--- src/rtl/seven_led_pkg.sv ---
// seven_led_pkg: shared constants, per-digit value record and the
// hex-to-segment table for the multiplexed seven-segment driver.
// Segment patterns are active low: bit 7 = dp, bits 6:0 = g..a.
package seven_led_pkg;

    localparam logic [7:0]  SEG_BLANK  = 8'hFF;
    localparam int unsigned SEG_DP_BIT = 7;

    // Letter glyphs for status text via the raw path.
    localparam logic [7:0] SEG_d     = 8'hA1;
    localparam logic [7:0] SEG_u     = 8'hE3;
    localparam logic [7:0] SEG_minus = 8'hBF;
    localparam logic [7:0] SEG_under = 8'hF7;

    // Per-digit value set, captured on load and committed at frame boundaries.
    typedef struct packed {
        logic [3:0] hex;
        logic [7:0] raw;
        logic       raw_en;
        logic       dp;
        logic       blank;
        logic       blink;
    } digit_cfg_t;

    localparam digit_cfg_t DIGIT_CFG_RESET = '{
        hex:    4'h0,
        raw:    SEG_BLANK,
        raw_en: 1'b0,
        dp:     1'b0,
        blank:  1'b1,
        blink:  1'b0
    };

    typedef enum logic {
        BLINK_SHOW = 1'b0,
        BLINK_HIDE = 1'b1
    } blink_ph_t;

    // Active-low pattern with the decimal point off.
    function automatic logic [7:0] hex_to_seg(input logic [3:0] h);
        logic [7:0] s;
        case (h)
            4'h0: s = 8'hC0;
            4'h1: s = 8'hF9;
            4'h2: s = 8'hA4;
            4'h3: s = 8'hB0;
            4'h4: s = 8'h99;
            4'h5: s = 8'h92;
            4'h6: s = 8'h82;
            4'h7: s = 8'hF8;
            4'h8: s = 8'h80;
            4'h9: s = 8'h90;
            4'hA: s = 8'h88;
            4'hB: s = 8'h83;
            4'hC: s = 8'hC6;
            4'hD: s = 8'hA1;
            4'hE: s = 8'h86;
            default: s = 8'h8E;
        endcase
        return s;
    endfunction

endpackage

--- src/rtl/seven_led_mux_n_if.sv ---
// seven_led_mux_n_if: value/strobe inputs and display outputs of the
// seven-segment driver.
//   i_load            capture strobe for all value inputs
//   i_hex/i_raw       per-digit nibble / raw active-low pattern
//   i_raw_en/i_dp     per-digit raw select / decimal point
//   i_blank/i_blink   per-digit dark / blink enable
//   i_bright          on-time level
//   o_seg/o_dig       active-low segments / digit enables
//   o_frame           start-of-frame pulse
interface seven_led_mux_n_if #(
    parameter int unsigned DIGITS   = 4,
    parameter int unsigned BRIGHT_W = 3
);
    logic                  i_load;
    logic [4*DIGITS-1:0]   i_hex;
    logic [8*DIGITS-1:0]   i_raw;
    logic [DIGITS-1:0]     i_raw_en;
    logic [DIGITS-1:0]     i_dp;
    logic [DIGITS-1:0]     i_blank;
    logic [DIGITS-1:0]     i_blink;
    logic [BRIGHT_W-1:0]   i_bright;
    logic [7:0]            o_seg;
    logic [DIGITS-1:0]     o_dig;
    logic                  o_frame;

    modport master (
        output i_load, i_hex, i_raw, i_raw_en, i_dp, i_blank, i_blink, i_bright,
        input  o_seg, o_dig, o_frame
    );

    modport slave (
        input  i_load, i_hex, i_raw, i_raw_en, i_dp, i_blank, i_blink, i_bright,
        output o_seg, o_dig, o_frame
    );
endinterface

--- src/rtl/seven_led_decode.sv ---
// seven_led_decode: combinational 4-bit to 7-segment decoder.
//   i_hex  nibble to display
//   o_seg  active-low segments g..a (no decimal point)
module seven_led_decode
    import seven_led_pkg::*;
(
    input  logic [3:0] i_hex,
    output logic [6:0] o_seg
);
    logic [7:0] full;

    always_comb begin
        full  = hex_to_seg(i_hex);
        o_seg = full[6:0];
    end
endmodule

--- src/rtl/seven_led_mux_n.sv ---
// seven_led_mux_n: multiplexed common-anode seven-segment driver with
// double-buffered values, raw override, dp/blank/blink, PWM brightness
// and an inter-digit guard gap.
//   i_clock    system clock
//   i_reset_n  asynchronous reset, active low
//   bus        value inputs and registered display outputs
module seven_led_mux_n
    import seven_led_pkg::*;
#(
    parameter int unsigned DIGITS       = 4,
    parameter int unsigned SCAN_LOG2    = 14,
    parameter int unsigned GUARD        = 64,
    parameter int unsigned BRIGHT_W     = 3,
    parameter int unsigned BLINK_FRAMES = 256
) (
    input  logic              i_clock,
    input  logic              i_reset_n,
    seven_led_mux_n_if.slave  bus
);
    localparam int unsigned IDX_W = (DIGITS > 1) ? $clog2(DIGITS) : 1;
    localparam int unsigned FRM_W = (BLINK_FRAMES > 1) ? $clog2(BLINK_FRAMES) : 1;

    logic [SCAN_LOG2-1:0]    slot_cnt_q, slot_cnt_d;
    logic [IDX_W-1:0]        dig_idx_q, dig_idx_d;
    logic [FRM_W-1:0]        frame_cnt_q, frame_cnt_d;
    blink_ph_t               blink_ph_q, blink_ph_d;

    digit_cfg_t [DIGITS-1:0] in_cfg;
    digit_cfg_t [DIGITS-1:0] stg_q, stg_d;
    digit_cfg_t [DIGITS-1:0] act_q, act_d;
    logic [BRIGHT_W-1:0]     stg_bright_q, stg_bright_d;
    logic [BRIGHT_W-1:0]     act_bright_q, act_bright_d;

    logic [7:0]              seg_q, seg_d;
    logic [DIGITS-1:0]       dig_q, dig_d;
    logic                    frame_q, frame_d;

    logic                    slot_wrap, dig_wrap, boundary;
    digit_cfg_t              cur;
    logic [6:0]              dec_seg;
    logic [7:0]              pattern;
    logic [BRIGHT_W-1:0]     bright_slice;
    logic                    drive;

    always_comb begin
        in_cfg = '0;
        for (int unsigned d = 0; d < DIGITS; d++) begin
            in_cfg[d].hex    = bus.i_hex[4*d +: 4];
            in_cfg[d].raw    = bus.i_raw[8*d +: 8];
            in_cfg[d].raw_en = bus.i_raw_en[d];
            in_cfg[d].dp     = bus.i_dp[d];
            in_cfg[d].blank  = bus.i_blank[d];
            in_cfg[d].blink  = bus.i_blink[d];
        end
    end

    assign slot_wrap = (slot_cnt_q == '1);
    assign dig_wrap  = (dig_idx_q == IDX_W'(DIGITS - 1));
    assign boundary  = slot_wrap && dig_wrap;

    always_comb begin
        slot_cnt_d  = slot_cnt_q + 1'b1;
        dig_idx_d   = dig_idx_q;
        frame_cnt_d = frame_cnt_q;
        blink_ph_d  = blink_ph_q;
        if (slot_wrap) begin
            dig_idx_d = dig_wrap ? '0 : dig_idx_q + 1'b1;
        end
        if (boundary) begin
            if (frame_cnt_q == FRM_W'(BLINK_FRAMES - 1)) begin
                frame_cnt_d = '0;
                blink_ph_d  = (blink_ph_q == BLINK_SHOW) ? BLINK_HIDE : BLINK_SHOW;
            end else begin
                frame_cnt_d = frame_cnt_q + 1'b1;
            end
        end
    end

    // Commit takes stg_d so a load on the boundary cycle goes straight to active.
    always_comb begin
        stg_d        = bus.i_load ? in_cfg : stg_q;
        stg_bright_d = bus.i_load ? bus.i_bright : stg_bright_q;
        act_d        = boundary ? stg_d : act_q;
        act_bright_d = boundary ? stg_bright_d : act_bright_q;
    end

    assign cur = act_q[dig_idx_q];

    seven_led_decode u_decode (
        .i_hex (cur.hex),
        .o_seg (dec_seg)
    );

    always_comb begin
        pattern      = cur.raw_en ? cur.raw : {~cur.dp, dec_seg};
        bright_slice = slot_cnt_q[SCAN_LOG2-1 -: BRIGHT_W];
        drive        = (slot_cnt_q >= SCAN_LOG2'(GUARD))
                    && (bright_slice <= act_bright_q)
                    && !cur.blank
                    && !(cur.blink && (blink_ph_q == BLINK_HIDE));
        seg_d        = drive ? pattern : SEG_BLANK;
        dig_d        = drive ? ~(DIGITS'(1) << dig_idx_q) : '1;
        frame_d      = (slot_cnt_q == '0) && (dig_idx_q == '0);
    end

    always_ff @(posedge i_clock or negedge i_reset_n) begin
        if (!i_reset_n) begin
            slot_cnt_q   <= '0;
            dig_idx_q    <= '0;
            frame_cnt_q  <= '0;
            blink_ph_q   <= BLINK_SHOW;
            stg_q        <= {DIGITS{DIGIT_CFG_RESET}};
            act_q        <= {DIGITS{DIGIT_CFG_RESET}};
            stg_bright_q <= '1;
            act_bright_q <= '1;
            seg_q        <= SEG_BLANK;
            dig_q        <= '1;
            frame_q      <= 1'b0;
        end else begin
            slot_cnt_q   <= slot_cnt_d;
            dig_idx_q    <= dig_idx_d;
            frame_cnt_q  <= frame_cnt_d;
            blink_ph_q   <= blink_ph_d;
            stg_q        <= stg_d;
            act_q        <= act_d;
            stg_bright_q <= stg_bright_d;
            act_bright_q <= act_bright_d;
            seg_q        <= seg_d;
            dig_q        <= dig_d;
            frame_q      <= frame_d;
        end
    end

    assign bus.o_seg   = seg_q;
    assign bus.o_dig   = dig_q;
    assign bus.o_frame = frame_q;

endmodule
--- src/flat_wrapper.sv ---
// flat-port wrapper written by rule: the top's interface ports become plain ports
module seven_led_mux_n_flat import seven_led_pkg::*;
#(
    parameter int unsigned DIGITS       = 4,
    parameter int unsigned SCAN_LOG2    = 14,
    parameter int unsigned GUARD        = 64,
    parameter int unsigned BRIGHT_W     = 3,
    parameter int unsigned BLINK_FRAMES = 256
)
  (i_clock, i_reset_n, bus_i_load, bus_i_hex, bus_i_raw, bus_i_raw_en, bus_i_dp, bus_i_blank, bus_i_blink, bus_i_bright, bus_o_seg, bus_o_dig, bus_o_frame);
  seven_led_mux_n_if #(.DIGITS(DIGITS), .BRIGHT_W(BRIGHT_W)) bus_i ();
  input  logic i_clock;
  input  logic i_reset_n;
  input wire logic [$bits(bus_i.i_load)-1:0] bus_i_load;
  input wire logic [$bits(bus_i.i_hex)-1:0] bus_i_hex;
  input wire logic [$bits(bus_i.i_raw)-1:0] bus_i_raw;
  input wire logic [$bits(bus_i.i_raw_en)-1:0] bus_i_raw_en;
  input wire logic [$bits(bus_i.i_dp)-1:0] bus_i_dp;
  input wire logic [$bits(bus_i.i_blank)-1:0] bus_i_blank;
  input wire logic [$bits(bus_i.i_blink)-1:0] bus_i_blink;
  input wire logic [$bits(bus_i.i_bright)-1:0] bus_i_bright;
  output wire logic [$bits(bus_i.o_seg)-1:0] bus_o_seg;
  output wire logic [$bits(bus_i.o_dig)-1:0] bus_o_dig;
  output wire logic [$bits(bus_i.o_frame)-1:0] bus_o_frame;
  assign bus_i.i_load = bus_i_load;
  assign bus_i.i_hex = bus_i_hex;
  assign bus_i.i_raw = bus_i_raw;
  assign bus_i.i_raw_en = bus_i_raw_en;
  assign bus_i.i_dp = bus_i_dp;
  assign bus_i.i_blank = bus_i_blank;
  assign bus_i.i_blink = bus_i_blink;
  assign bus_i.i_bright = bus_i_bright;
  assign bus_o_seg = bus_i.o_seg;
  assign bus_o_dig = bus_i.o_dig;
  assign bus_o_frame = bus_i.o_frame;
  seven_led_mux_n #(.DIGITS(DIGITS), .SCAN_LOG2(SCAN_LOG2), .GUARD(GUARD), .BRIGHT_W(BRIGHT_W), .BLINK_FRAMES(BLINK_FRAMES)) u_core (.i_clock(i_clock), .i_reset_n(i_reset_n), .bus(bus_i));
endmodule
--- config.mk ---
export PLATFORM = sky130hd
export DESIGN_NAME = seven_led_mux_n_flat
export DESIGN_NICKNAME = d
export VERILOG_FILES = /design/src/rtl/seven_led_pkg.sv /design/src/rtl/seven_led_mux_n_if.sv /design/src/rtl/seven_led_decode.sv /design/src/rtl/seven_led_mux_n.sv /design/src/flat_wrapper.sv
export SDC_FILE = /design/constraint.sdc
export NUM_CORES = 1
export LEC_CHECK = 0
export CAP_MARGIN = 30
export CELL_PAD_IN_SITES_DETAIL_PLACEMENT = 1
export CELL_PAD_IN_SITES_GLOBAL_PLACEMENT = 1
export CORE_MARGIN = 10
export CORE_UTILIZATION = 45
export CTS_CLUSTER_SIZE = 20
export DETAILED_ROUTE_END_ITERATION = 10
export GPL_ROUTABILITY_DRIVEN = 0
export PLACE_DENSITY = 0.85
export SLEW_MARGIN = 5
export SYNTH_ARGS = -nofsm -noshare
export SYNTH_HDL_FRONTEND = slang
export SYNTH_SLANG_ARGS = --single-unit
export TNS_END_PERCENT = 1
--- constraint.sdc ---
create_clock -name i_clock -period 3.9 [get_ports i_clock]
set_clock_uncertainty 0.2 [all_clocks]
set_input_delay 0.78 -clock i_clock [delete_from_list [all_inputs] [get_ports i_clock]]
set_output_delay 0.78 -clock i_clock [all_outputs]
set_load 0.01 [all_outputs]
# Word-level counts from Yosys, hierarchy flattened
# Memories as Yosys holds them, arrays and structs flattened.
# Cells that the tools add are included.
[word_totals] regBits=172 memories=1 romBits=112 in_bits=70
[op_classes] eq_ne=3 n_reduce_logical=11 bitwise=2 magnitude_cmp=3 muxes=10 add_sub_neg=3 shifts=1
[memory_table] memory="(no name shown)" depth=16 word_bits=7 read_ports=1 rd_clocked_by_memory_dff=0 write_ports=0 line_no="seven_led_pkg.sv:42" text="case (h)"
[op_table] op="64-bit two-way mux" n=1
[op_table] op="16-bit binary-select mux with 2-bit select" n=1
[op_table] op="8-bit two-way mux" n=3
[op_table] op="16-bit two-way mux" n=1
[op_table] op="14-bit by 1-bit adder with 14-bit output (second input constant)" n=1
[op_table] op="14-bit == test (second input constant)" n=1
[op_table] op="14-bit by 7-bit >= comparator with 1-bit output (second input constant)" n=1
[op_table] op="14-bit zero test" n=1
[op_table] op="8-bit by 1-bit adder with 8-bit output (second input constant)" n=1
[op_table] op="8-bit == test (second input constant)" n=1
[op_table] op="1-bit logical AND" n=6
[op_table] op="4-bit two-way mux" n=1
[op_table] op="4-bit NOT" n=1
[op_table] op="1-bit by 2-bit left shift with 4-bit output (first input constant)" n=1
[op_table] op="3-bit less-or-equal comparator" n=1
[op_table] op="2-bit by 3-bit less-than comparator with 1-bit output (second input constant)" n=1
[op_table] op="3-bit two-way mux" n=1
[op_table] op="2-bit by 1-bit adder with 2-bit output (second input constant)" n=1
[op_table] op="2-bit == test (second input constant)" n=1
[op_table] op="1-bit zero test" n=2
[op_table] op="2-bit zero test" n=1
[op_table] op="2-bit two-way mux" n=1
[op_table] op="2-bit AND reduction" n=1
[op_table] op="1-bit two-way mux" n=1
[op_table] op="1-bit NOT" n=1

# Longest topological paths before layout
[depth] word_depth=6 ltp_mapped=9

# Cells and area by module
# From an unflattened synthesis, not the netlist that was laid out.
[hier_totals] hier_cells=640 hier_area_um2=7524.7
[modules_own_cells] module="seven_led_mux_n" n_inst=1 cells_each=608 area_each_um2=7249.5
[modules_own_cells] module="seven_led_decode" n_inst=1 cells_each=32 area_each_um2=275.3

# Least setup slack after synthesis
# No wires, ideal clock.
[synth_timing] path_type="input-to-reg" start="in bus_i_load" end="reg u_core.act_q[44] (netlist name)" arrival_time_ps=1937 path_stages=4 setup_slack_ps=1638 setup_time_ps=125 cell_sequence="clkbuf_1 > buf_2 > mux2_2 > mux2_2"
[synth_lines] item="start: declaration" line_no="flat_wrapper.sv:14" text="input wire logic [$bits(bus_i.i_load)-1:0] bus_i_load;"
[synth_lines] item="end signal: assignment" line_no="seven_led_mux_n.sv:113" text="act_q <= {DIGITS{DIGIT_CFG_RESET}};"
[synth_lines] item="end signal: assignment" line_no="seven_led_mux_n.sv:125" text="act_q <= act_d;"
[synth_lines] item="end: declaration" line_no="seven_led_mux_n.sv:30" text="digit_cfg_t [DIGITS-1:0] act_q, act_d;"

# Final worst setup path
[layout_timing] start="reg u_core.dig_idx_q[1]" end="reg u_core.seg_q[0], in the netlist u_core.bus.o_seg[0]"
[layout_via] elab_chain_cells=6
[layout_lines] item="start: declaration" line_no="seven_led_mux_n.sv:24" text="logic [IDX_W-1:0] dig_idx_q, dig_idx_d;"
[layout_lines] item="start signal: assignment" line_no="seven_led_mux_n.sv:121" text="dig_idx_q <= dig_idx_d;"
[layout_lines] item="16-bit binary-select mux with 2-bit select (*)" line_no="seven_led_mux_n.sv:87" text="assign cur = act_q[dig_idx_q];"
[layout_lines] item="16-bit two-way mux (not written as such) (*)" line_no="seven_led_mux_n.sv:87"
[layout_lines] item="branches (longest 3 deep; another with memory read 16 x 7 bit)"
[layout_lines] item="8-bit two-way mux (*)" line_no="seven_led_mux_n.sv:101" text="seg_d = drive ? pattern : SEG_BLANK;"
[layout_lines] item="via u_core.seg_d[0]" line_no="seven_led_mux_n.sv:34" text="logic [7:0] seg_q, seg_d;"
[layout_lines] item="end signal: assignment" line_no="seven_led_mux_n.sv:128" text="seg_q <= seg_d;"
[layout_lines] item="end: declaration" line_no="seven_led_mux_n.sv:34"
# Mark *: on every way through the listed nets, which the timed path passes. The select of a mux whose other input is x is not followed.
# A chain may end at the register's enable or synchronous reset.

==> impl_metrics.env <==
export IMPL_status="finished, final reports clean"
export IMPL_clockBufferDepth=2
export IMPL_synth_distinct_cells=47
export IMPL_switching_power_uw=815
export IMPL_track_usage=0.162
export IMPL_final_antenna_net_count=0
export IMPL_cp_data_required_time_ps=4070
export IMPL_cts_resized=0
export IMPL_area_growth_syn_to_layout_pct=21.8
export IMPL_async_reset_ff_frac=1.00
export IMPL_hold_path_class="primary input to asynchronous set/reset pin"
export IMPL_antenna_cells=0
export IMPL_first_global_vias=5082
export IMPL_fmax_ghz=0.365
export IMPL_yosys_warnings=0
export IMPL_synth_edf_count=0
export IMPL_drcViolationCount=0
export IMPL_powerDensity_nw_per_um2=424
export IMPL_core_area_um2=16500
export IMPL_max_slew_margin_rel=0.309
export IMPL_fin_setup_tns_ps=0
export IMPL_syn_num_nets=580
export IMPL_final_max_slew_viol_count=0
export IMPL_die_w_um=149
export IMPL_cts_root_buf="clkbuf_16"
export IMPL_drv_cap=0
export IMPL_grt_max_degree=84
export IMPL_grt_ovfl_total=0
export IMPL_first_pass_iters=4
export IMPL_final_setup_viol_count=0
export IMPL_detail_route_vias_per_cell=5.21
export IMPL_ir_worst_vdd_uv=330
export IMPL_synth_seq_cells=172
export IMPL_power_frac_seq=0.491
export IMPL_cp_cell_sequence="buf_4, mux4_2, inv_1, ha_1, nor2b_1, a211oi_1, a211o_1, nand3_2"
export IMPL_rsz0062_at_grt="no"
export IMPL_max_slew_worst_pin_slew_ps=1040
export IMPL_dieHeight_um=149
export IMPL_cp_start_kind="flip-flop"
export IMPL_clock_latency_ps=430
export IMPL_postCtsSetupBuffers=0
export IMPL_rows=47
export IMPL_h_tree_depth=4
export IMPL_switching_share=0.210
export IMPL_drt_total_wl_mm=17.0
export IMPL_drt_wirelength_per_cell_um=20.9
export IMPL_drt_iter0_drc=154
export IMPL_grt_pass1_wl_mm=27.9
export IMPL_r2r_cells=8
export IMPL_netlist_instances=494
export IMPL_cpPeakStageDelay_ps=620
export IMPL_end_kind="flip-flop"
export IMPL_nNetsFinal=667
export IMPL_clock_sinks=172
export IMPL_worst_path_max_fanout=11
export IMPL_cp_slowest_cell="dfrtp_1"
export IMPL_avgSynthCellArea_um2=15.2
export IMPL_io_buffers=82
export IMPL_drive_gt1_frac=0.490
export IMPL_postCtsHoldBufs=0
export IMPL_syn_area_um2=7510
export IMPL_cp_data_arrival_time_ps=2910
export IMPL_path_class="flip-flop to flip-flop"
export IMPL_io_pins=83
export IMPL_antenna_found_initial=0
export IMPL_clk_pin_slew_ps=70
export IMPL_vias=4238
export IMPL_clockPowerShare=0.450
export IMPL_hold_viol=0
export IMPL_period_minus_slack_ps=2740
export IMPL_hpwlAfterDp_mm=11.7
export IMPL_comb_power_share=0.060
export IMPL_synth_main_ff_cell="dfstp_2"
export IMPL_placedCellCount=781
export IMPL_cts_made_buffers=17
export IMPL_p_int_mw=3.07
export IMPL_cts_tree="done"
export IMPL_die_area_um2=22300
export IMPL_initial_core_util=0.456
export IMPL_p_leak_nw=3.85
export IMPL_seq_area_frac_synth=0.588
export IMPL_final_cell_count_no_fill=814
export IMPL_finalCritPeriodShare=0.702
==> per-stage QoR <==
step / area, µm² / hold slack [ps] / util / worst slack [ps] / total power [mW]
global route: 9150 / 241 / 0.556 / 1040 / 4.03
detailed placement: 8500 / 268 / 0.516 / 1170 / 2.17
finish: 9150 / 192 / 0.556 / 1160 / 3.88
CTS: 9120 / 218 / 0.554 / 1140 / 3.93
global placement: 8500 / 262 / 0.516 / 1280 / 2.15
floorplan: 7510 / 237 / - / 1640 / 2.02
==> critical path, delay by kind of cell, from the launching register on <==
kind	cells	cell delay, ps
flip-flops	1	620
multiplexers	1	440
adder cells (fa/ha/maj)	1	290
AO/OA/AOI/OAI	2	380
buffers and inverters	2	460
AND/OR/NAND/NOR	2	270
==> cells in the mapped netlist, drive strengths merged, types with 6 or more instances <==
master  instances  share of area
nand2          24          0.012
nand4           6         0.0067
nor2           11         0.0058
xnor2          11          0.014
o21ai           8         0.0053
inv            13         0.0065
buf            22          0.023
dfrtp          82           0.27
ha             16          0.027
mux4           16          0.049
mux2          135           0.20
dfstp          90           0.31
nand3          10         0.0080
==> power by group through the flow <==
| stage | registers (mW) | clock network, mW | logic, mW |
|---|---|---|---|
| after floorplan | 1.92 | 0 | 0.0968 |
| after global placement | 1.93 | 0 | 0.222 |
| after detailed placement | 1.94 | 0 | 0.234 |
| after CTS | 1.91 | 1.79 | 0.238 |
| after global routing | 1.91 | 1.87 | 0.254 |
| final | 1.91 | 1.75 | 0.231 |
==> final cells by class <==
cell class / instances / area, µm²
clock buffers: 24 / 514
clock inverters: 8 / 104
fillers: 1563 / 7320
inverters: 13 / 48.8
multi-input cells: 286 / 2870
flip-flops and latches: 172 / 4420
well taps: 220 / 275
repair buffers: 91 / 917
==> cell usage in the layout, fill, tap and decap left out, types with 3 or more instances in the layout <==
cell type / instances
mux2_2: 134
dfstp_2: 90
dfrtp_1: 82
clkdlybuf4s50_1: 80
nand2_1: 24
clkbuf_16: 19
ha_1: 16
mux4_2: 14
inv_1: 13
nor2_1: 10
xnor2_1: 10
nand3_1: 8
o21ai_0: 8
buf_4: 7
xor2_1: 5
nor2b_1: 5
nand4_1: 4
a21oi_1: 4
mux2i_1: 4
and3_1: 4
nor3_1: 3
o211ai_2: 3
clkinv_4: 3
clkbuf_1: 3
==> sequential cells by signal, summed over array words and instances, names as in the netlist <==
register and flops:
u_core.act_q 64, u_core.stg_q 64, u_core.slot_cnt_q 14, u_core.bus.o_seg 8
u_core.frame_cnt_q 8, u_core.bus.o_dig 4, u_core.act_bright_q 3, u_core.stg_bright_q 3
u_core.dig_idx_q 2, u_core.blink_ph_q 1, u_core.bus.o_frame 1
==> logic make-up after synthesis <==
family	Yosys count	share of synthesized area
XOR/XNOR	16	0.0197
AO/OA/AOI/OAI	27	0.0283
flip-flops	172	0.588
multiplexers	155	0.257
adder cells (fa/ha/maj)	16	0.0267
buffers and inverters	36	0.0297
AND/OR/NAND/NOR	72	0.0508
==> routing by layer <==
layer / part of all wire / global-route usage / vias up
li1: - / - / 1932
met1: 0.41 / 0.182 / 2209
met2: 0.53 / 0.287 / 69
met3: 0.030 / 0.0370 / 28
met4: 0.022 / 0.0677 / 0
met5: 0 / 0 / -
==> final timing paths <==
| kind | end | slack, ps | startpoint |
|---|---|---|---|
| max in group asynchronous | u_core.stg_bright_q[0] | 2350 | i_reset_n |
| worst max register to register | u_core.bus.o_seg[0] | 1160 | u_core.dig_idx_q[1] |
| worst min register to register | u_core.frame_cnt_q[7] | 280 | u_core.frame_cnt_q[7] |
| worst max-delay path | u_core.bus.o_seg[0] | 1160 | u_core.dig_idx_q[1] |
| worst min-delay path | u_core.stg_q[35] | 190 | i_reset_n |
| min in group i_clock | u_core.frame_cnt_q[7] | 280 | u_core.frame_cnt_q[7] |
Power figures use the tool's default switching activity.
